--- src/rtl/serial_word_deserializer_pkg.sv ---
// Shared types and helpers for the serial word deserializer.
//   des_state_t : receive FSM states (IDLE waits for sof, SHIFT collects bits)
//   cnt_w(n)    : width of a counter that must hold values 0..n
package serdes_pkg;

  typedef enum logic {DES_IDLE, DES_SHIFT} des_state_t;

  function automatic int cnt_w(input int n);
    return $clog2(n + 1);
  endfunction

endpackage

--- src/rtl/serial_word_deserializer_if.sv ---
// Serial-in / word-out bus of the deserializer.
//   bit_valid, bit_in, sof : serial side, driven by the link
//   word_out, word_valid   : word side, driven by the deserializer
//   word_ready             : word side, driven by the consumer
// The slave modport is the deserializer's view; master is the environment's view.
interface serial_word_deserializer_if #(
  parameter int N = 4
);
  logic         bit_valid;
  logic         bit_in;
  logic         sof;
  logic [N-1:0] word_out;
  logic         word_valid;
  logic         word_ready;

  modport master (
    output bit_valid, bit_in, sof, word_ready,
    input  word_out, word_valid
  );

  modport slave (
    input  bit_valid, bit_in, sof, word_ready,
    output word_out, word_valid
  );
endinterface

--- src/rtl/serial_word_deserializer_buf.sv ---
// deser_out_buf: single-entry valid/ready holding register.
//   clk, rst  : clock, asynchronous active-high reset
//   wr_en     : a completed word is offered this cycle
//   wr_data   : the offered word
//   rd_ready  : consumer accepts the held word this cycle
//   rd_valid  : a word is held
//   rd_data   : the held word, stable while rd_valid=1
//   wr_drop   : offered word is dropped because the entry is full and not draining
module deser_out_buf #(
  parameter int W = 4
) (
  input  logic         clk,
  input  logic         rst,
  input  logic         wr_en,
  input  logic [W-1:0] wr_data,
  input  logic         rd_ready,
  output logic         rd_valid,
  output logic [W-1:0] rd_data,
  output logic         wr_drop
);

  logic accept;

  // A write is taken when the entry is empty or is being read out this same cycle,
  // so back-to-back words at full rate flow through without loss.
  assign accept  = wr_en && (!rd_valid || rd_ready);
  assign wr_drop = wr_en && rd_valid && !rd_ready;

  always_ff @(posedge clk or posedge rst) begin
    if (rst) begin
      rd_valid <= 1'b0;
      rd_data  <= '0;
    end else if (accept) begin
      rd_valid <= 1'b1;
      rd_data  <= wr_data;
    end else if (rd_ready) begin
      rd_valid <= 1'b0;
    end
  end

endmodule

--- src/rtl/serial_word_deserializer.sv ---
// serial_word_deserializer: assembles framed serial bits into N-bit words.
//   clk, rst     : clock, asynchronous active-high reset
//   bus (slave)  : bit_valid/bit_in/sof serial input, word_out/word_valid/word_ready output
//   busy         : a word is partially received
//   framing_err  : sticky, sof arrived in the middle of a word
//   overrun_err  : sticky, a completed word was dropped because the buffer was full
//   clear_err    : synchronous clear of both sticky flags (a same-cycle set wins)
// MSB_FIRST=1 places the first received bit in word[N-1], otherwise in word[0].
module serial_word_deserializer
  import serdes_pkg::*;
#(
  parameter int N         = 4,
  parameter bit MSB_FIRST = 1'b1
) (
  input  logic                         clk,
  input  logic                         rst,
  serial_word_deserializer_if.slave    bus,
  output logic                         busy,
  output logic                         framing_err,
  output logic                         overrun_err,
  input  logic                         clear_err
);

  localparam int CW = cnt_w(N);

  des_state_t      state, state_nxt;
  logic [CW-1:0]   cnt, cnt_nxt;
  logic [N-1:0]    sr, sr_nxt;
  logic [N-1:0]    sr_base, sr_shift;
  logic            word_done;
  logic            resync;
  logic            drop;

  // A new frame (sof) shifts into a cleared register so no stale partial bits survive.
  always_comb begin
    sr_base = (state == DES_SHIFT && !bus.sof) ? sr : '0;
    if (MSB_FIRST) sr_shift = {sr_base[N-2:0], bus.bit_in};
    else           sr_shift = {bus.bit_in, sr_base[N-1:1]};
  end

  always_comb begin
    state_nxt = state;
    cnt_nxt   = cnt;
    sr_nxt    = sr;
    word_done = 1'b0;
    resync    = 1'b0;
    if (bus.bit_valid) begin
      case (state)
        DES_IDLE: begin
          if (bus.sof) begin
            sr_nxt    = sr_shift;
            cnt_nxt   = CW'(1);
            state_nxt = DES_SHIFT;
          end
        end
        DES_SHIFT: begin
          sr_nxt = sr_shift;
          if (bus.sof) begin
            resync  = 1'b1;
            cnt_nxt = CW'(1);
          end else begin
            cnt_nxt = cnt + CW'(1);
            if (cnt == CW'(N - 1)) begin
              word_done = 1'b1;
              state_nxt = DES_IDLE;
            end
          end
        end
        default: state_nxt = DES_IDLE;
      endcase
    end
  end

  always_ff @(posedge clk or posedge rst) begin
    if (rst) begin
      state <= DES_IDLE;
      cnt   <= '0;
      sr    <= '0;
    end else begin
      state <= state_nxt;
      cnt   <= cnt_nxt;
      sr    <= sr_nxt;
    end
  end

  // The completed word goes straight from the shift path into the buffer,
  // so word_valid rises one clock after the last bit is sampled.
  deser_out_buf #(
    .W (N)
  ) u_buf (
    .clk      (clk),
    .rst      (rst),
    .wr_en    (word_done),
    .wr_data  (sr_nxt),
    .rd_ready (bus.word_ready),
    .rd_valid (bus.word_valid),
    .rd_data  (bus.word_out),
    .wr_drop  (drop)
  );

  assign busy = (state == DES_SHIFT);

  always_ff @(posedge clk or posedge rst) begin
    if (rst) begin
      framing_err <= 1'b0;
      overrun_err <= 1'b0;
    end else begin
      if (resync)         framing_err <= 1'b1;
      else if (clear_err) framing_err <= 1'b0;
      if (drop)           overrun_err <= 1'b1;
      else if (clear_err) overrun_err <= 1'b0;
    end
  end

endmodule

--- src/flat_wrapper.sv ---
// flat-port wrapper written by rule: the top's interface ports become plain ports
module serial_word_deserializer_flat import serdes_pkg::*;
#(
  parameter int N         = 4,
  parameter bit MSB_FIRST = 1'b1
)
  (clk, rst, busy, framing_err, overrun_err, clear_err, bus_bit_valid, bus_bit_in, bus_sof, bus_word_ready, bus_word_out, bus_word_valid);
  serial_word_deserializer_if #(.N(N)) bus_i ();
  input  logic clk;
  input  logic rst;
  output logic busy;
  output logic framing_err;
  output logic overrun_err;
  input  logic clear_err;
  input wire logic [$bits(bus_i.bit_valid)-1:0] bus_bit_valid;
  input wire logic [$bits(bus_i.bit_in)-1:0] bus_bit_in;
  input wire logic [$bits(bus_i.sof)-1:0] bus_sof;
  input wire logic [$bits(bus_i.word_ready)-1:0] bus_word_ready;
  output wire logic [$bits(bus_i.word_out)-1:0] bus_word_out;
  output wire logic [$bits(bus_i.word_valid)-1:0] bus_word_valid;
  assign bus_i.bit_valid = bus_bit_valid;
  assign bus_i.bit_in = bus_bit_in;
  assign bus_i.sof = bus_sof;
  assign bus_i.word_ready = bus_word_ready;
  assign bus_word_out = bus_i.word_out;
  assign bus_word_valid = bus_i.word_valid;
  serial_word_deserializer #(.N(N), .MSB_FIRST(MSB_FIRST)) u_core (.clk(clk), .rst(rst), .bus(bus_i), .busy(busy), .framing_err(framing_err), .overrun_err(overrun_err), .clear_err(clear_err));
endmodule
--- config.mk ---
export PLATFORM = sky130hd
export DESIGN_NAME = serial_word_deserializer_flat
export DESIGN_NICKNAME = d
export VERILOG_FILES = /design/src/rtl/serial_word_deserializer_pkg.sv /design/src/rtl/serial_word_deserializer_if.sv /design/src/rtl/serial_word_deserializer_buf.sv /design/src/rtl/serial_word_deserializer.sv /design/src/flat_wrapper.sv
export SDC_FILE = /design/constraint.sdc
export NUM_CORES = 1
export LEC_CHECK = 0
export ABC_AREA = 1
export CAP_MARGIN = 20
export CORE_AREA = 3 3 40 42
export CTS_BUF_LIST = sky130_fd_sc_hd__clkbuf_4 sky130_fd_sc_hd__clkbuf_8
export CTS_CLUSTER_DIAMETER = 200
export DETAILED_ROUTE_END_ITERATION = 16
export DIE_AREA = 0 0 43 45
export PLACE_DENSITY = 0.83
export SYNTH_ARGS = -nofsm -noshare
export SYNTH_HDL_FRONTEND = slang
export SYNTH_HIERARCHICAL = 1
export SYNTH_SLANG_ARGS = --single-unit
--- constraint.sdc ---
create_clock -name clk -period 3.7 [get_ports clk]
set_input_delay 0.74 -clock clk [delete_from_list [all_inputs] [get_ports clk]]
set_output_delay 0.74 -clock clk [all_outputs]
set_load 0.05 [all_outputs]
==> results.sh <==
export IMPL_finalInstanceArea_um2=850
export IMPL_fp_coreArea_um2=1280
export IMPL_rows=13
export IMPL_cts_hold_buf=0
export IMPL_die_y_um=45
export IMPL_antenna_found_initial=0
export IMPL_path_max_fanout=5
export IMPL_p_leak_nw=0.448
export IMPL_worstPathCellList="clkdlybuf4s50_1"
export IMPL_cts_tree="done"
export IMPL_vias=530
export IMPL_startpoint_type="flip-flop"
export IMPL_grt_pass1_vias=487
export IMPL_hold_violations=0
export IMPL_hpwlAfterDp_um=961
export IMPL_ys_seq_elements=15
export IMPL_drtIter0Drc=16
export IMPL_routed_wirelength_um=1220
export IMPL_ys_warn_count=6
export IMPL_syn_inst=74
export IMPL_peakVddDrop_mv=0.411
export IMPL_final_max_slew_viol_count=0
export IMPL_layout_worst_path_cycle_share_pct=63.2
export IMPL_initial_core_util_pct=51.4
export IMPL_netlist_top_cells_count="nand2_1, dfrtp_1, nand3_1"
export IMPL_synth_top_area_share_pct=56.8
export IMPL_status="completed"
export IMPL_post_cts_buffers=0
export IMPL_synthArstFlopShare_pct=100
export IMPL_grt_max_degree=11
export IMPL_cts_inserted_buffers=3
export IMPL_grt_use_total_pct=14.1
export IMPL_fin_nets=102
export IMPL_cp_num_buf_inv=1
export IMPL_relSlewSlack_pct=67.0
export IMPL_post_drt_wl_per_cell_um=11.4
export IMPL_ys_flop_type="dfrtp_1"
export IMPL_drive_above_1_share_pct=9.78
export IMPL_io_buffers=14
export IMPL_clkLatencyLatePin_ps=280
export IMPL_cts_repair_resized=0
export IMPL_crit_arrival_ps=1600
export IMPL_tightest_slew_ps=494
export IMPL_cts_sink_count=15
export IMPL_antenna_cells=0
export IMPL_via_per_inst=4.95
export IMPL_power_density_nw_per_um2=651
export IMPL_required_ps=2960
export IMPL_postPlaceCellArea_um2=820
export IMPL_cts_root_buf="clkbuf_4"
export IMPL_dieArea_um2=1940
export IMPL_cp_slowest_cell="clkdlybuf4s50_1"
export IMPL_clock_path_buffers=2
export IMPL_grt_pass1_wl_um=1970
export IMPL_firstDrtPassIters=6
export IMPL_holdCritPathClass="flip-flop to flip-flop"
export IMPL_setup_violations=0
export IMPL_ant_nets=0
export IMPL_syn_to_final_growth_pct=28.6
export IMPL_cts_clk_slew_worst_paths_ps=80
export IMPL_boundaryPins=15
export IMPL_grt_overflow=0
export IMPL_maxCapViolCount=0
export IMPL_timing_fmax_mhz=428
export IMPL_crit_family="buffers and inverters"
export IMPL_yosys_area_top_type="dfrtp_1"
export IMPL_drc=0
export IMPL_synth_nets=83
export IMPL_ys_top_cells_by_area="dfrtp_1, nand2_1, nand3_1"
export IMPL_htreeDepth=1
export IMPL_yosysSeqAreaShare_pct=56.8
export IMPL_finalWeightedCongestion=0.707
export IMPL_rsz0062_at_grt="no"
export IMPL_synthMostInstantiatedCell="nand2_1"
export IMPL_synth_edff_count=0
export IMPL_hold_slack_ps=485
export IMPL_skew_ps=5.46
export IMPL_tns_ps=0
export IMPL_path_class="flip-flop to output pin"
export IMPL_avgSynthCellArea_um2=8.93
export IMPL_cp_end_kind="output pin"
export IMPL_syn_area_um2=661
export IMPL_fillCellCount=102
export IMPL_max_stage_delay_ps=850
export IMPL_min_period_ps=2340
export IMPL_die_w_um=43
export IMPL_synth_distinct_cells=12
[cells by family (layout without fill, tap and decap cells)]
family,Yosys count,count (layout),synth area share [%]
buf+inv,9,27,5.11
flops,15,15,56.8
fa+ha+maj,2,2,3.79
compound gates,2,2,2.08
simple gates,46,46,32.2
[registers in the layout, summed over array words and instances, names as in the netlist]
name                   flops
u_core/u_buf/rd_valid      1
u_core/busy                1
u_core/u_buf/rd_data       4
u_core/overrun_err         1
u_core/cnt                 3
u_core/sr                  4
u_core/framing_err         1
[power breakdown]
part | internal [mW] | switching (mW) | leakage [nW]
registers | 0.204 | 0.0295 | 0.195
logic | 0.0755 | 0.146 | 0.234
clock network | 0.0492 | 0.0484 | 0.0184
[metal layers]
| layer | GRT usage, % | share of wire (%) | wire [µm] | up-vias |
|---|---|---|---|---|
| li1 | - | - | - | 270 |
| met1 | 16.7 | 44 | 540 | 245 |
| met2 | 22.8 | 49 | 594 | 11 |
| met3 | 2.79 | 4.7 | 57 | 4 |
| met4 | 10.8 | 2.1 | 25 | 0 |
| met5 | 0 | 0 | 0 | - |
[per-stage QoR]
step	power, mW	worst slack, ps	instances	utilization [%]
2_1_floorplan	0.382	2240	74	-
3_3_place_gp	0.451	1610	103	63.8
3_5_place_dp	0.460	1560	103	63.8
4_1_cts	0.561	1350	107	66.1
5_1_grt	0.589	1320	107	66.1
6_report	0.553	1360	107	66.1
[final cells by class]
| type | count | area, µm² | area share [%] |
|---|---|---|---|
| tap | 15 | 18.8 | 2.21 |
| inverter | 9 | 33.8 | 3.98 |
| multi-input combinational | 50 | 251 | 29.6 |
| sequential | 15 | 375 | 44.2 |
| clock buffer | 4 | 30.0 | 3.53 |
| timing repair buffer | 14 | 140 | 16.5 |
[placed cells by master (no fill, tap or decap), drive strengths merged]
cell and count:
o22ai 1, nand2 31, nand3b 1, o21bai 1, clkdlybuf4s50 14, dfrtp 15
ha 2, clkbuf 4, nand3 11, nor2 3, inv 9
[path summary, 6_finish.rpt]
| path | slack [ps] | startpoint | end | cells after the start |
|---|---|---|---|---|
| worst min register to register | 480 | u_core/u_buf/rd_data[3] | u_core/u_buf/rd_data[3] | 2 |
| worst min-delay path | 480 | u_core/u_buf/rd_data[3] | u_core/u_buf/rd_data[3] | 2 |
| worst max-delay path | 1360 | u_core/busy | busy | 1 |
| max in group asynchronous | 2670 | rst | u_core/sr[0] | 2 |
| worst max register to register | 2210 | u_core/cnt[0] | u_core/overrun_err | 7 |
| min in group asynchronous | 680 | rst | u_core/u_buf/rd_data[2] | 2 |
Note: power is estimated with default switching activity, not from simulation.
